[src/rtl/rm_violation_collector.sv]
// ============================================================================
// Module      : rm_violation_collector
// Description : Turns rising runtime-monitor rule outputs into sticky pending
//               violations, reports them lowest-index first over valid/ready,
//               halts all lanes while any is unreported, and counts reports.
// Revision    : 1.0 - initial release
// ============================================================================
`default_nettype none

module rm_violation_collector #(
    parameter int NUM_LANES = 4,
    parameter int NUM_RULES = 16,
    parameter int CNT_W     = 16
) (
    input  logic                           clk_i,
    input  logic                           rst_ni,
    input  logic [NUM_LANES*NUM_RULES-1:0] monitor_i,
    input  logic [NUM_LANES-1:0]           lane_active_i,
    input  logic [NUM_LANES-1:0]           lane_reset_i,
    input  logic                           clear_i,
    output logic                           hault_o,
    output logic                           viol_valid_o,
    output logic [$clog2(NUM_LANES)-1:0]   viol_lane_o,
    output logic [$clog2(NUM_RULES)-1:0]   viol_rule_o,
    input  logic                           viol_ready_i,
    output logic [CNT_W-1:0]               viol_count_o
);

    localparam int NUM_BITS = NUM_LANES * NUM_RULES;
    localparam int IDX_W    = (NUM_BITS > 1) ? $clog2(NUM_BITS) : 1;
    localparam int LANE_W   = $clog2(NUM_LANES);
    localparam int RULE_W   = $clog2(NUM_RULES);

    typedef enum logic [0:0] {
        ST_IDLE   = 1'b0,
        ST_REPORT = 1'b1
    } state_e;

    state_e                state_q, state_d;
    logic [NUM_BITS-1:0]   prev_q, prev_d;
    logic [NUM_BITS-1:0]   pending_q, pending_d;
    logic [NUM_BITS-1:0]   lane_mask, rise, ack_clr;
    logic [IDX_W-1:0]      sel_q, sel_d, low_idx;
    logic [CNT_W-1:0]      cnt_q, cnt_d;
    logic                  handshake;

    // Per-lane gating: a lane in reset forgets its history so a level still
    // high when it leaves reset is seen as a fresh rise.
    for (genvar l = 0; l < NUM_LANES; l++) begin : g_lane
        assign lane_mask[l*NUM_RULES +: NUM_RULES] =
            {NUM_RULES{lane_active_i[l] & ~lane_reset_i[l]}};
        assign prev_d[l*NUM_RULES +: NUM_RULES] =
            lane_reset_i[l] ? '0 : monitor_i[l*NUM_RULES +: NUM_RULES];
    end

    assign rise      = monitor_i & ~prev_q & lane_mask;
    assign handshake = (state_q == ST_REPORT) && viol_ready_i;

    always_comb begin
        ack_clr = '0;
        if (handshake) begin
            ack_clr[sel_q] = 1'b1;
        end
    end

    always_comb begin
        low_idx = '0;
        for (int i = NUM_BITS - 1; i >= 0; i--) begin
            if (pending_q[i]) begin
                low_idx = IDX_W'(i);
            end
        end
    end

    always_comb begin
        state_d   = state_q;
        sel_d     = sel_q;
        cnt_d     = cnt_q;
        pending_d = (pending_q & ~ack_clr) | rise;
        case (state_q)
            ST_IDLE: begin
                if (|pending_q) begin
                    sel_d   = low_idx;
                    state_d = ST_REPORT;
                end
            end
            ST_REPORT: begin
                if (handshake) begin
                    state_d = ST_IDLE;
                    if (cnt_q != {CNT_W{1'b1}}) begin
                        cnt_d = cnt_q + 1'b1;
                    end
                end
            end
            default: state_d = ST_IDLE;
        endcase
        // Clear overrides rises and a same-cycle handshake; prev_q is untouched.
        if (clear_i) begin
            pending_d = '0;
            cnt_d     = '0;
            sel_d     = '0;
            state_d   = ST_IDLE;
        end
    end

    always_ff @(posedge clk_i or negedge rst_ni) begin
        if (!rst_ni) begin
            state_q   <= ST_IDLE;
            prev_q    <= '0;
            pending_q <= '0;
            sel_q     <= '0;
            cnt_q     <= '0;
        end else begin
            state_q   <= state_d;
            prev_q    <= prev_d;
            pending_q <= pending_d;
            sel_q     <= sel_d;
            cnt_q     <= cnt_d;
        end
    end

    assign hault_o      = |pending_q;
    assign viol_valid_o = (state_q == ST_REPORT);
    assign viol_lane_o  = LANE_W'(int'(sel_q) / NUM_RULES);
    assign viol_rule_o  = RULE_W'(int'(sel_q) % NUM_RULES);
    assign viol_count_o = cnt_q;

endmodule

`default_nettype wire
[config.mk]
export PLATFORM = sky130hd
export DESIGN_NAME = rm_violation_collector
export DESIGN_NICKNAME = d
export VERILOG_FILES = /design/src/rtl/rm_violation_collector.sv
export SDC_FILE = /design/constraint.sdc
export NUM_CORES = 1
export LEC_CHECK = 0
export ABC_AREA = 0
export CAP_MARGIN = 20
export CELL_PAD_IN_SITES_DETAIL_PLACEMENT = 1
export CELL_PAD_IN_SITES_GLOBAL_PLACEMENT = 1
export CORE_MARGIN = 10
export CORE_UTILIZATION = 40
export CTS_BUF_LIST = sky130_fd_sc_hd__clkbuf_4
export DETAILED_ROUTE_END_ITERATION = 6
export MAX_ROUTING_LAYER = met4
export PLACE_DENSITY = 0.82
export SLEW_MARGIN = 15
export SYNTH_ARGS = -nofsm -noshare
export SYNTH_HDL_FRONTEND = slang
export SYNTH_SLANG_ARGS = --single-unit
[constraint.sdc]
create_clock -name clk_i -period 1.9 [get_ports clk_i]
set_input_delay 0.57 -clock clk_i [delete_from_list [all_inputs] [get_ports clk_i]]
set_output_delay 0.57 -clock clk_i [all_outputs]
set_load 0.02 [all_outputs]
==> impl_metrics.tcl <==
set metrics [dict create \
    status "finished, violations left" \
    violations "setup timing" \
    syn_area_per_cell_um2 10.0 \
    drt_iter0_markers 461 \
    crit_fanout 2 \
    synth.yosys.seq_area_share_pct 53.9 \
    hp-class "in -> reg" \
    wl_met2_um 12200 \
    start_kind "flop" \
    via_per_inst 5.55 \
    ctsRootBufferMaster "clkbuf_4" \
    power_density_nw_per_um2 727 \
    setup_viol 7 \
    netlist-cell-type-count 54 \
    chipHeight_um 152 \
    synth_edf_count 0 \
    synth.net_count 775 \
    wl_per_cell_um 20.8 \
    fill_cells 1903 \
    antenna_found_initial 1 \
    finalHoldViolCount 0 \
    multiInputGateArea_um2 3230 \
    fin_crit_ps 2930 \
    drive_above_1_share_pct 26.1 \
    syn_to_final_growth_pct 39.3 \
    numCtsBuffers 17 \
    h-tree-depth 4 \
    stdcell_count 1166 \
    relSlewSlack_pct 64.7 \
    fmax_mhz 341 \
    synth_warnings 0 \
    grt-ovfl-total 0 \
    vias 6477 \
    totalWireLength_um 24200 \
    cp_cell_sequence "nor4_4, nand4_1, or4_4, buf_6" \
    fin_ws_ps -1030 \
    num_io_pins 100 \
    dp.cells 1109 \
    start_util_pct 40.7 \
    synthArstFlopShare_pct 100 \
    drc 0 \
    maxUsedRoutingLayer "met4" \
    gp_congestion 0.908 \
    cts_buffer_depth 2 \
    p_leak_uw 0.00421 \
    grt_pass1_vias 7156 \
    clkTransAtPathRegs_ps 130 \
    grt_pass1_wl_um 38500 \
    nets 1005 \
    cp.arrival_ps 2360 \
    required_ps 1330 \
    final_antenna_net_count 0 \
    slowest_stage "or4_4" \
    fp.dieW_um 152 \
    endpoint_kind "primary output" \
    synth-main-ff-cell "dfrtp_1" \
    rsz0062_at_grt "yes" \
    die-area_um2 23200 \
    wl_met3_um 1240 \
    post-route-period-util_pct 154 \
    register_area_um2 3790 \
    worstMarginPinSlew_ps 522 \
    cts.sinks 151 \
    synthCells 698 \
    clk_latency_ps 590 \
    criticalPathCategory "reg -> out" \
    grt_max_degree 61 \
    maxCapViolCount 0 \
    fin_worst_skew_ps 22.7 \
    design.core.area_um2 17200 \
    cts_tree "yes" \
    ir_worst_vdd_mv 0.362 \
    drt-pass1-iter-count 4 \
    dp_hpwl_um 17500 \
    cp_slowest_stage_delay_ps 630 \
    rows 48 \
    synth_seq_cells 151 \
    slew_violations 0 \
    track_usage_pct 20.8 \
    numPortBuffers 99 \
    wl_met1_um 10100 \
    r2r_slack_ps -410 \
    syn_area_um2 7010 \
    p_total_uw 7100 \
]
cells by family (layout without fill, tap and decap cells):
kind of cell	count (synthesis)	after routing	share of synthesized area, %
AND/OR/NAND/NOR	288	288	25.9
AO/OA/AOI/OAI	196	196	15.8
flip-flops	151	151	53.9
buffers and inverters	50	292	2.70
XOR/XNOR	11	11	1.37
adder cells (fa/ha/maj)	1	1	0.179
multiplexers	1	1	0.143
other	0	1	0
cells in the mapped netlist (6+ instances only):
| cell | count | area, µm² |
|---|---|---|
| nand3_1 | 12 | 60.1 |
| xnor2_1 | 6 | 52.6 |
| o21ai_0 | 53 | 265 |
| nand2_1 | 20 | 75.1 |
| nor2b_1 | 66 | 413 |
| nor2_1 | 48 | 180 |
| clkbuf_1 | 33 | 124 |
| nor4_2 | 7 | 87.6 |
| nor4_1 | 10 | 62.6 |
| nand3b_1 | 69 | 518 |
| o21ai_1 | 28 | 140 |
| nor3_1 | 16 | 80.1 |
| a21oi_1 | 75 | 375 |
| nand4_1 | 8 | 50.1 |
| dfrtp_1 | 151 | 3780 |
| inv_1 | 15 | 56.3 |
layout make-up:
cell class / count / share of cell area (%)
inverter: 16 / 0.615
timing repair buffer: 245 / 21.6
tap: 225 / 2.88
sequential: 151 / 38.8
multi-input combinational: 497 / 33.1
antenna: 1 / 0.0256
clock inverter: 13 / 1.60
clock buffer: 18 / 1.38
critical path, delay by kind of cell, from the launching register on:
| kind | cells | cell delay [ps] |
|---|---|---|
| buffers and inverters | 1 | 160 |
| DFF | 1 | 420 |
| and+or+nand+nor | 3 | 1210 |
layout by cell type (no fill, tap or decap), types with 18 or more instances in the layout:
cell type	Yosys	routed
dfrtp_1	151	144
buf_4	0	140
a21oi_1	75	75
clkdlybuf4s50_1	0	73
nand3b_1	69	69
nor2b_1	66	66
o21ai_0	53	52
nor2_1	48	48
o21ai_1	28	27
nand2_1	20	18
clkbuf_4	0	18
through the flow:
step / util (%) / hold WS, ps / setup WS (ps) / setup TNS (ps) / area (µm²)
after floorplan: - / 274 / -168 / -616 / 7050
after global placement: 53.1 / 501 / -809 / -16710 / 9150
after detailed placement: 53.1 / 494 / -841 / -18850 / 9150
after CTS: 55.9 / 344 / -1040 / -2680 / 9630
after global routing: 56.6 / 411 / -1090 / -3500 / 9760
final: 56.6 / 394 / -1030 / -3030 / 9760
routing by layer:
metal	GRT usage [%]	up-vias
met3	4.21	55
li1	-	2971
met4	7.89	0
met5	-	-
met1	24.3	3258
met2	34.6	193
final timing paths:
kind                          startpoint               end  depth (start not counted)
max                        pending_q[43]           hault_o                          4
min                              clear_i          sel_q[2]                          4
max reg2reg                pending_q[43]          sel_q[2]                          7
min reg2reg                    prev_q[7]      pending_q[7]                          2
max in group asynchronous         rst_ni  viol_count_o[14]                          3
min in group asynchronous         rst_ni   viol_count_o[1]                          2
registers in the layout, indices dropped and copies added (netlist names):
name and flops:
viol_valid_o 1, sel_q 6, viol_count_o 16, pending_q 64, prev_q 64
power by group:
group | switching (µW) | total [µW] | internal, µW
Sequential | 105 | 3470 | 3370
Clock | 1190 | 2100 | 910
Combinational | 781 | 1520 | 744
Total | 2080 | 7100 | 5020
timing repair:
action                     in CTS  in global routing
cloned                          0                  0
hold endpoints to repair       38                  0
pin swaps                       8                 13
gates resized for setup       108                 20
setup endpoints to repair      31                 26
buffers inserted               17                  7
hold buffers                    1                  0
Note: power is estimated with default switching activity, not from simulation.
